### src/rtl/uart_pkg.sv
// Shared UART definitions: FSM state encoding and line levels, used by the transmitter and receiver.
// Latency: none (constants only).
// Backpressure: not applicable.
package uart_pkg;

  typedef logic [2:0] uart_state_t;

  localparam uart_state_t ST_IDLE   = 3'd0;
  localparam uart_state_t ST_START  = 3'd1;
  localparam uart_state_t ST_DATA   = 3'd2;
  localparam uart_state_t ST_PARITY = 3'd3;
  localparam uart_state_t ST_STOP   = 3'd4;

  // Idle line and stop bit share the same level; the start bit is its inverse.
  localparam logic LINE_IDLE  = 1'b1;
  localparam logic LINE_START = 1'b0;

endpackage

### src/rtl/tx_baud_counter.sv
// Bit timing for the UART transmitter: edge counter per bit period and data bit counter.
// Latency: bit_done is combinational from the edge counter; counters update on Tx_CLK.
// Backpressure: none; counts freely while enabled, clears when disabled.
module tx_baud_counter #(
  parameter int DATA_WIDTH     = 8,
  parameter int PRESCALE_WIDTH = 5,
  localparam int BIT_CNT_W     = (DATA_WIDTH > 1) ? $clog2(DATA_WIDTH) : 1
) (
  input  logic                      Tx_CLK,
  input  logic                      Tx_RST,
  input  logic                      enable,
  input  logic                      bit_en,
  input  logic [PRESCALE_WIDTH-1:0] prescale,
  output logic [PRESCALE_WIDTH-1:0] edge_cnt,
  output logic [BIT_CNT_W-1:0]      bit_cnt,
  output logic                      bit_done
);

  localparam logic [BIT_CNT_W-1:0] LAST_BIT = BIT_CNT_W'(DATA_WIDTH - 1);

  // The final cycle of a bit period is the one where the edge count reaches the prescale value.
  assign bit_done = enable && (edge_cnt == prescale);

  // Edge counter: runs 0..prescale while enabled, so each bit lasts prescale+1 cycles.
  always_ff @(posedge Tx_CLK or posedge Tx_RST) begin
    if (Tx_RST) begin
      edge_cnt <= '0;
    end else if (!enable || bit_done) begin
      edge_cnt <= '0;
    end else begin
      edge_cnt <= edge_cnt + 1'b1;
    end
  end

  // Bit counter: advances once per finished data bit and wraps back to 0 after the last one.
  always_ff @(posedge Tx_CLK or posedge Tx_RST) begin
    if (Tx_RST) begin
      bit_cnt <= '0;
    end else if (!enable) begin
      bit_cnt <= '0;
    end else if (bit_en && bit_done) begin
      bit_cnt <= (bit_cnt == LAST_BIT) ? '0 : bit_cnt + 1'b1;
    end
  end

endmodule

### src/rtl/uart_tx_engine.sv
// UART transmitter: captures a payload on request and serializes start, data (LSB first), optional parity, stop.
// Latency: start bit appears on Tx_OUT the cycle after accept; frame is (prescale+1)*(DATA_WIDTH+2+PAR_EN) cycles.
// Backpressure: requests are taken only in IDLE; Tx_Data_Valid while busy is dropped, not queued.
module uart_tx_engine
  import uart_pkg::*;
#(
  parameter int DATA_WIDTH     = 8,
  parameter int PRESCALE_WIDTH = 5
) (
  input  logic                      Tx_CLK,
  input  logic                      Tx_RST,
  input  logic [DATA_WIDTH-1:0]     Tx_P_DATA,
  input  logic                      Tx_Data_Valid,
  input  logic                      Tx_PAR_EN,
  input  logic                      Tx_PAR_TYP,
  input  logic [PRESCALE_WIDTH-1:0] Tx_prescale,
  output logic                      Tx_OUT,
  output logic                      Tx_Busy
);

  localparam int BIT_CNT_W = (DATA_WIDTH > 1) ? $clog2(DATA_WIDTH) : 1;
  localparam logic [BIT_CNT_W-1:0] LAST_BIT = BIT_CNT_W'(DATA_WIDTH - 1);

  uart_state_t               state_q;
  logic [DATA_WIDTH-1:0]     shift_q;
  logic                      par_en_q;
  logic                      par_bit_q;
  logic [PRESCALE_WIDTH-1:0] prescale_q;

  logic                      cnt_en;
  logic                      bit_en;
  logic [PRESCALE_WIDTH-1:0] edge_cnt;
  logic [BIT_CNT_W-1:0]      bit_cnt;
  logic                      bit_done;
  logic                      unused_edge_cnt;

  // Timing runs for the whole frame; the bit counter only matters while sending payload bits.
  assign cnt_en = (state_q != ST_IDLE);
  assign bit_en = (state_q == ST_DATA);

  tx_baud_counter #(
    .DATA_WIDTH     (DATA_WIDTH),
    .PRESCALE_WIDTH (PRESCALE_WIDTH)
  ) u_baud (
    .Tx_CLK   (Tx_CLK),
    .Tx_RST   (Tx_RST),
    .enable   (cnt_en),
    .bit_en   (bit_en),
    .prescale (prescale_q),
    .edge_cnt (edge_cnt),
    .bit_cnt  (bit_cnt),
    .bit_done (bit_done)
  );

  // Edge count is exposed by the counter for observation only; the FSM keys off bit_done.
  assign unused_edge_cnt = ^edge_cnt;

  // Frame FSM and serializer: Tx_OUT is loaded with the next bit's level on each bit boundary.
  // The payload sits in a right-shifting register so the line always takes bit 0.
  // Parity is folded into a single bit at accept time so later input changes cannot affect it.
  always_ff @(posedge Tx_CLK or posedge Tx_RST) begin
    if (Tx_RST) begin
      state_q    <= ST_IDLE;
      shift_q    <= '0;
      par_en_q   <= 1'b0;
      par_bit_q  <= 1'b0;
      prescale_q <= '0;
      Tx_OUT     <= LINE_IDLE;
      Tx_Busy    <= 1'b0;
    end else begin
      case (state_q)
        ST_IDLE: begin
          Tx_OUT  <= LINE_IDLE;
          Tx_Busy <= 1'b0;
          if (Tx_Data_Valid) begin
            shift_q    <= Tx_P_DATA;
            par_en_q   <= Tx_PAR_EN;
            par_bit_q  <= (^Tx_P_DATA) ^ Tx_PAR_TYP;
            prescale_q <= Tx_prescale;
            state_q    <= ST_START;
            Tx_OUT     <= LINE_START;
            Tx_Busy    <= 1'b1;
          end
        end
        ST_START: begin
          if (bit_done) begin
            state_q <= ST_DATA;
            Tx_OUT  <= shift_q[0];
            shift_q <= shift_q >> 1;
          end
        end
        ST_DATA: begin
          if (bit_done) begin
            if (bit_cnt == LAST_BIT) begin
              if (par_en_q) begin
                state_q <= ST_PARITY;
                Tx_OUT  <= par_bit_q;
              end else begin
                state_q <= ST_STOP;
                Tx_OUT  <= LINE_IDLE;
              end
            end else begin
              Tx_OUT  <= shift_q[0];
              shift_q <= shift_q >> 1;
            end
          end
        end
        ST_PARITY: begin
          if (bit_done) begin
            state_q <= ST_STOP;
            Tx_OUT  <= LINE_IDLE;
          end
        end
        ST_STOP: begin
          if (bit_done) begin
            state_q <= ST_IDLE;
            Tx_Busy <= 1'b0;
          end
        end
        default: begin
          state_q <= ST_IDLE;
          Tx_OUT  <= LINE_IDLE;
          Tx_Busy <= 1'b0;
        end
      endcase
    end
  end

endmodule

### config.mk
export PLATFORM = sky130hd
export DESIGN_NAME = uart_tx_engine
export DESIGN_NICKNAME = d
export VERILOG_FILES = /design/src/rtl/uart_pkg.sv /design/src/rtl/tx_baud_counter.sv /design/src/rtl/uart_tx_engine.sv
export SDC_FILE = /design/constraint.sdc
export NUM_CORES = 1
export LEC_CHECK = 0
export BUFFER_PORTS_ARGS = -buffer_cell sky130_fd_sc_hd__buf_2
export CORE_ASPECT_RATIO = 0.6
export CORE_UTILIZATION = 55
export DETAILED_ROUTE_END_ITERATION = 10
export PLACE_DENSITY = 0.74
export SLEW_MARGIN = 20
export SYNTH_ARGS = -nofsm -noshare
export SYNTH_HDL_FRONTEND = slang
export SYNTH_HIERARCHICAL = 1
export SYNTH_SLANG_ARGS = --single-unit
### constraint.sdc
create_clock -name Tx_CLK -period 6.4 [get_ports Tx_CLK]
set_input_delay 1.28 -clock Tx_CLK [delete_from_list [all_inputs] [get_ports Tx_CLK]]
set_output_delay 1.28 -clock Tx_CLK [all_outputs]
set_load 0.005 [all_outputs]
Word level (Yosys, flattened, before mapping)
Index checks and enable logic that the tools add are counted.
{ "totals": {"register_bits": 28, "out_inout_bits": 2} }
{ "op_classes": {"n_addsub": 2, "eq_ne": 14, "muxes": 27, "bitwise_logic": 3, "reduce_logical": 14} }
{ "op_table": {"columns": ["op", "n"], "rows": [
  ["$mux W8", 4],
  ["$mux W3", 10],
  ["$pmux W8 S3", 1],
  ["$pmux W3 S5", 1],
  ["$ne A2 B2 Y1 const B", 5],
  ["$mux W1", 8],
  ["$reduce_xor A8 Y1", 1],
  ["$eq A3 B2 Y1 const B", 2],
  ["$eq A3 B3 Y1 const B", 2],
  ["$ne A2 B1 Y1 const B", 3],
  ["$reduce_and A6 Y1", 1],
  ["$reduce_bool A3 Y1", 2],
  ["$add A5 B1 Y5 const B", 1],
  ["$eq A5 B5 Y1", 1],
  ["$mux W5", 1],
  ["$pmux W1 S5", 1],
  ["$reduce_and A5 Y1", 1],
  ["$reduce_and A2 Y1", 2],
  ["$reduce_and A4 Y1", 1],
  ["$add A3 B1 Y3 const B", 1],
  ["$eq A3 B1 Y1 const B", 1],
  ["$logic_not A3 Y1", 1],
  ["$pmux W1 S3", 1],
  ["$reduce_or A3 Y1", 1],
  ["other kinds (5)", 7]
]} }

Depth between registers and ports, before layout
{ "depth": {"word_depth": 5, "mapped_depth": 9, "depth_no_buf": 7} }

Cells and area by module
The synthesis kept the hierarchy.
{ "by_module_without_submodules": {"columns": ["mod", "n_inst", "cells_each", "area_per_inst_um2", "seq_area_each_um2"], "rows": [
  ["uart_tx_engine", 1, 98, 1123.6, 501.7],
  ["tx_baud_counter", 1, 45, 460.4, 200.2]
]} }

Worst setup path before layout
Ideal clock, no wire load.
{ "synth_timing": {"path_type": "input to register", "from": "in Tx_Data_Valid", "to": "reg shift_q[0]", "setup_time_ps": 125, "t_arrival_ps": 2105, "t_required_ps": 6275, "slack_ps": 4170, "stages": 5, "n_path_buf": 1, "cell_sequence": "mux2i_1 -> o32ai_1 -> nand2b_1 -> buf_2 -> mux2_2"} }
{ "synth_between": {"elab_chain_len": 2} }
{ "synth_rtl": {"columns": ["item", "line", "source"], "rows": [
  ["start, declared", "uart_tx_engine.sv:13", "input logic Tx_Data_Valid,"],
  ["$ne A2 B2 Y1 (no line)", null, null],
  ["$reduce_and A5 Y1 (no line)", null, null],
  ["end signal, assigned", "uart_tx_engine.sv:76", "shift_q <= Tx_P_DATA;"],
  ["end signal, assigned", "uart_tx_engine.sv:89", "shift_q <= shift_q >> 1;"],
  ["end signal, assigned", "uart_tx_engine.sv:104", "shift_q <= shift_q >> 1;"],
  ["end, declared", "uart_tx_engine.sv:25", "logic [DATA_WIDTH-1:0] shift_q;"]
]} }
Every way passes these cells.
A chain may end at the register's enable or synchronous reset.

Final worst setup path
{ "layout_timing": {"from": "reg state_q[2]", "to": "reg shift_q[0]"} }
{ "layout_between": {"elab_chain_len": 4, "word_cells_on_any_way": 12} }
{ "layout_rtl": {"columns": ["item", "line", "source"], "rows": [
  ["start, declared", "uart_tx_engine.sv:24", "uart_state_t state_q;"],
  ["start signal, assigned", "uart_tx_engine.sv:63", "state_q <= ST_IDLE;"],
  ["start signal, assigned", "uart_tx_engine.sv:80", "state_q <= ST_START;"],
  ["start signal, assigned", "uart_tx_engine.sv:87", "state_q <= ST_DATA;"],
  ["$reduce_bool A3 Y1 *", "uart_tx_engine.sv:38", "assign cnt_en = (state_q != ST_IDLE);"],
  ["named net cnt_en", "uart_tx_engine.sv:30", "logic cnt_en;"],
  ["$logic_and A1 B1 Y1 *", "tx_baud_counter.sv:22", "assign bit_done = enable && (edge_cnt == prescale);"],
  ["named net bit_done", "uart_tx_engine.sv:34", "logic bit_done;"],
  ["$ne A2 B2 Y1 (no line) / $ne A2 B1 Y1 (equally long branches)", null, null],
  ["$reduce_and A5 Y1 (no line) *", null, null]
]} }
Mark *: on every way through the listed nets, which the timed path passes. The rest lies on a longest branch.

==> flow_metrics.env <==
export IMPL_areaGrowthSynthToFinish_pct=10.7
export IMPL_slew_headroom=0.468
export IMPL_area_sequential_um2=702
export IMPL_finish_instance_area_um2=1750
export IMPL_final_common_cell="sky130_fd_sc_hd__dfrtp_1"
export IMPL_synth_yosys_warnings=6
export IMPL_synthesized_area_divided_by_synthesized_cell_count_um2=11.1
export IMPL_run_status="completed"
export IMPL_finalWeightedCongestion=0.834
export IMPL_post_dp_cell_area_um2=1680
export IMPL_setup_worst_path_end_class="flip-flop"
export IMPL_worst_r2r_cell_count=7
export IMPL_mappedNetlistNets=164
export IMPL_vdd_drop_max_mv=0.268
export IMPL_nNetsFinal=183
export IMPL_global_route_wire_length_before_repair_um=5130
export IMPL_grt_antenna_before_repair=0
export IMPL_top_level_ports=20
export IMPL_timing_critical_path_required_ps=6570
export IMPL_power_switching_share=0.351
export IMPL_clock_tree_root_cell="sky130_fd_sc_hd__clkbuf_8"
export IMPL_wirelength_um=3030
export IMPL_initial_core_util=0.607
export IMPL_synth_simple_gate_area_frac=0.130
export IMPL_grt_max_degree=21
export IMPL_clock_path_buffers=2
export IMPL_fmaxAchievable_mhz=359
export IMPL_synthesis_area_um2=1580
export IMPL_yosys_area_top_type="sky130_fd_sc_hd__dfrtp_1"
export IMPL_yosys_register_bits=28
export IMPL_synth_top_family_by_area="multiplexers"
export IMPL_clock_power_share=0.172
export IMPL_leakagePower_uw=0.000844
export IMPL_synth_xor_area_share=0.111
export IMPL_clkSinkCount=28
export IMPL_finalSetupTns_ps=0
export IMPL_drcViolationCount=0
export IMPL_hold_slack_ps=513
export IMPL_netlist_area_leader_share=0.427
export IMPL_insertion_delay_ps=270
export IMPL_post_synth_num_cell_types=36
export IMPL_finClkSkew_ps=4.05
export IMPL_final_fill_count=197
export IMPL_hold_class="flip-flop to flip-flop"
export IMPL_global_route_usage_total=0.224
export IMPL_path_class="flip-flop to flip-flop"
export IMPL_die_x_um=71.3
export IMPL_antennaDiodeCount=0
export IMPL_dominantRegCellSynth="sky130_fd_sc_hd__dfrtp_1"
export IMPL_synthMuxAreaShare=0.169
export IMPL_htreeDepth=1
export IMPL_p_switching_uw=285
export IMPL_route_vias_total=1127
export IMPL_final_min_period_over_clock_period=0.436
export IMPL_hold_depth=2
export IMPL_post_cts_setup_buffers=0
export IMPL_detail_route_wl_per_cell_um=15.7
export IMPL_grt_ovfl_total=0
export IMPL_grt_pass1_vias=1077
export IMPL_report_final_setup_viol=0
export IMPL_async_reset_ff_frac=1.00
export IMPL_postRouteAntennaNets=0
export IMPL_dr_pass1_iters=4
export IMPL_place_hpwl_um=2340
export IMPL_post_layout_total_power_uw=811
export IMPL_seqPwrFrac=0.408
export IMPL_min_period_ps=2790
export IMPL_netlist_top_cells_area="sky130_fd_sc_hd__dfrtp_1 (43%), sky130_fd_sc_hd__mux2_2 (10%), sky130_fd_sc_hd__mux2_4 (5.7%), sky130_fd_sc_hd__xnor2_1 (4.4%), sky130_fd_sc_hd__xnor2_2 (3.1%)"
export IMPL_grt_setup_unrepaired="false"
export IMPL_synthAdderAreaFrac=0.0237
export IMPL_post_cts_resize_count=0
export IMPL_port_buffers=19
export IMPL_post_drt_via_cell_ratio=5.84
export IMPL_path_clk_slew_ps=100
export IMPL_cts_hold_buffers=0
export IMPL_worst_pin_slew_ps=797
export IMPL_p_comb_frac=0.420
export IMPL_detail_route_iter0_violations=159
export IMPL_yosysSeqAreaShare=0.443
export IMPL_final_count_of_hold_timing_violations=0
export IMPL_max_cap_violations=0
export IMPL_drv_slew=0
export IMPL_multi_input_area_um2=812
export IMPL_setup_slack_at_placement_ps=3640
export IMPL_worst_path_max_fanout=14
export IMPL_cts_tree="built"
export IMPL_synth_compound_area_frac=0.0790
export IMPL_timing_critical_path_arrival_ps=2960
export IMPL_placeable_area_um2=2610
export IMPL_syn_inst=143
export IMPL_power_per_cell_area_nw_per_um2=462
export IMPL_cellInternalPower_uw=527
export IMPL_cts_buffers_inserted=3
export IMPL_most_common_layout_cells="sky130_fd_sc_hd__dfrtp_1 (27), sky130_fd_sc_hd__buf_2 (19), sky130_fd_sc_hd__mux2_2 (14), sky130_fd_sc_hd__inv_1 (9)"
export IMPL_rows=14
export IMPL_startpoint_type="flip-flop"
export IMPL_synth_edf_count=0
export IMPL_dieHeight_um=43.6
export IMPL_final_setup_worst_slack_ps=3610
export IMPL_dieArea_um2=3110
export IMPL_share_of_layout_cells_above_drive_strength_1=0.323
[worst max-delay path, stage by stage, from the launching register on]
cell,delay [ps]
sky130_fd_sc_hd__dfrtp_1,580
sky130_fd_sc_hd__or3_4,210
sky130_fd_sc_hd__inv_1,70
sky130_fd_sc_hd__nor3_1,660
sky130_fd_sc_hd__inv_1,170
sky130_fd_sc_hd__o32ai_1,330
sky130_fd_sc_hd__nand2b_1,300
sky130_fd_sc_hd__mux2_2,360
[sequential cells by signal (all words and copies together), names as in the netlist]
| signal | cells |
|---|---|
| u_baud/bit_cnt | 3 |
| prescale_q | 5 |
| par_bit_q | 1 |
| Tx_Busy | 1 |
| state_q | 3 |
| Tx_OUT | 1 |
| par_en_q | 1 |
| u_baud/edge_cnt | 5 |
| shift_q | 8 |
[cell usage after synthesis (all sizes together) (2+ instances only)]
cell type  instances
nand2b             4
nor2               8
dfrtp             27
nand3              7
xnor2             11
inv                9
buf                4
mux2              20
a21oi              8
and3               3
or3                2
o22ai              2
nor3               2
mux2i              2
xor2               4
ha                 3
nand2              8
o21ai              8
[routing by layer]
layer | share of wire | wire length [um] | vias up | GRT usage
li1 | - | - | 537 | -
met5 | 0 | 0 | - | 0
met4 | 0.0086 | 26 | 0 | 0.0600
met2 | 0.46 | 1390 | 45 | 0.373
met1 | 0.47 | 1420 | 541 | 0.294
met3 | 0.068 | 205 | 4 | 0.0605
[metrics by stage]
stage | instances | util
detailed placement | 189 | 0.645
global route | 193 | 0.672
CTS | 193 | 0.672
finish | 193 | 0.672
global placement | 189 | 0.645
floorplan | 143 | -
[final timing paths]
kind | from | end | slack (ps)
hold / removal | shift_q[0] | Tx_OUT | 510
setup reg to reg | state_q[2] | shift_q[0] | 3610
setup / recovery | state_q[2] | shift_q[0] | 3610
min in group asynchronous | Tx_RST | u_baud/bit_cnt[1] | 950
hold reg to reg | shift_q[0] | Tx_OUT | 510
max in group asynchronous | Tx_RST | state_q[0] | 4760
[final cells by class]
class / instances / share of cell area
multi-input combinational: 101 / 0.463
clock inverter: 1 / 0.0171
inverter: 9 / 0.0193
tap: 32 / 0.0228
timing repair buffer: 19 / 0.0542
sequential: 28 / 0.400
clock buffer: 3 / 0.0235
[cells by family after synthesis]
logic type / after synthesis
multiplexers: 22
XOR/XNOR: 16
buffers and inverters: 14
AND/OR/NAND/NOR: 38
adder cells (fa/ha/maj): 3
AO/OA/AOI/OAI: 22
flip-flops: 28
[power by group through the flow]
stage | combinational [uW] | clock (uW) | sequential (uW)
6_report | 341 | 140 | 331
5_1_grt | 375 | 148 | 341
4_1_cts | 341 | 142 | 330
3_5_place_dp | 340 | 0 | 333
3_3_place_gp | 323 | 0 | 326
2_1_floorplan | 299 | 0 | 303
Power figures use the tool's default switching activity.
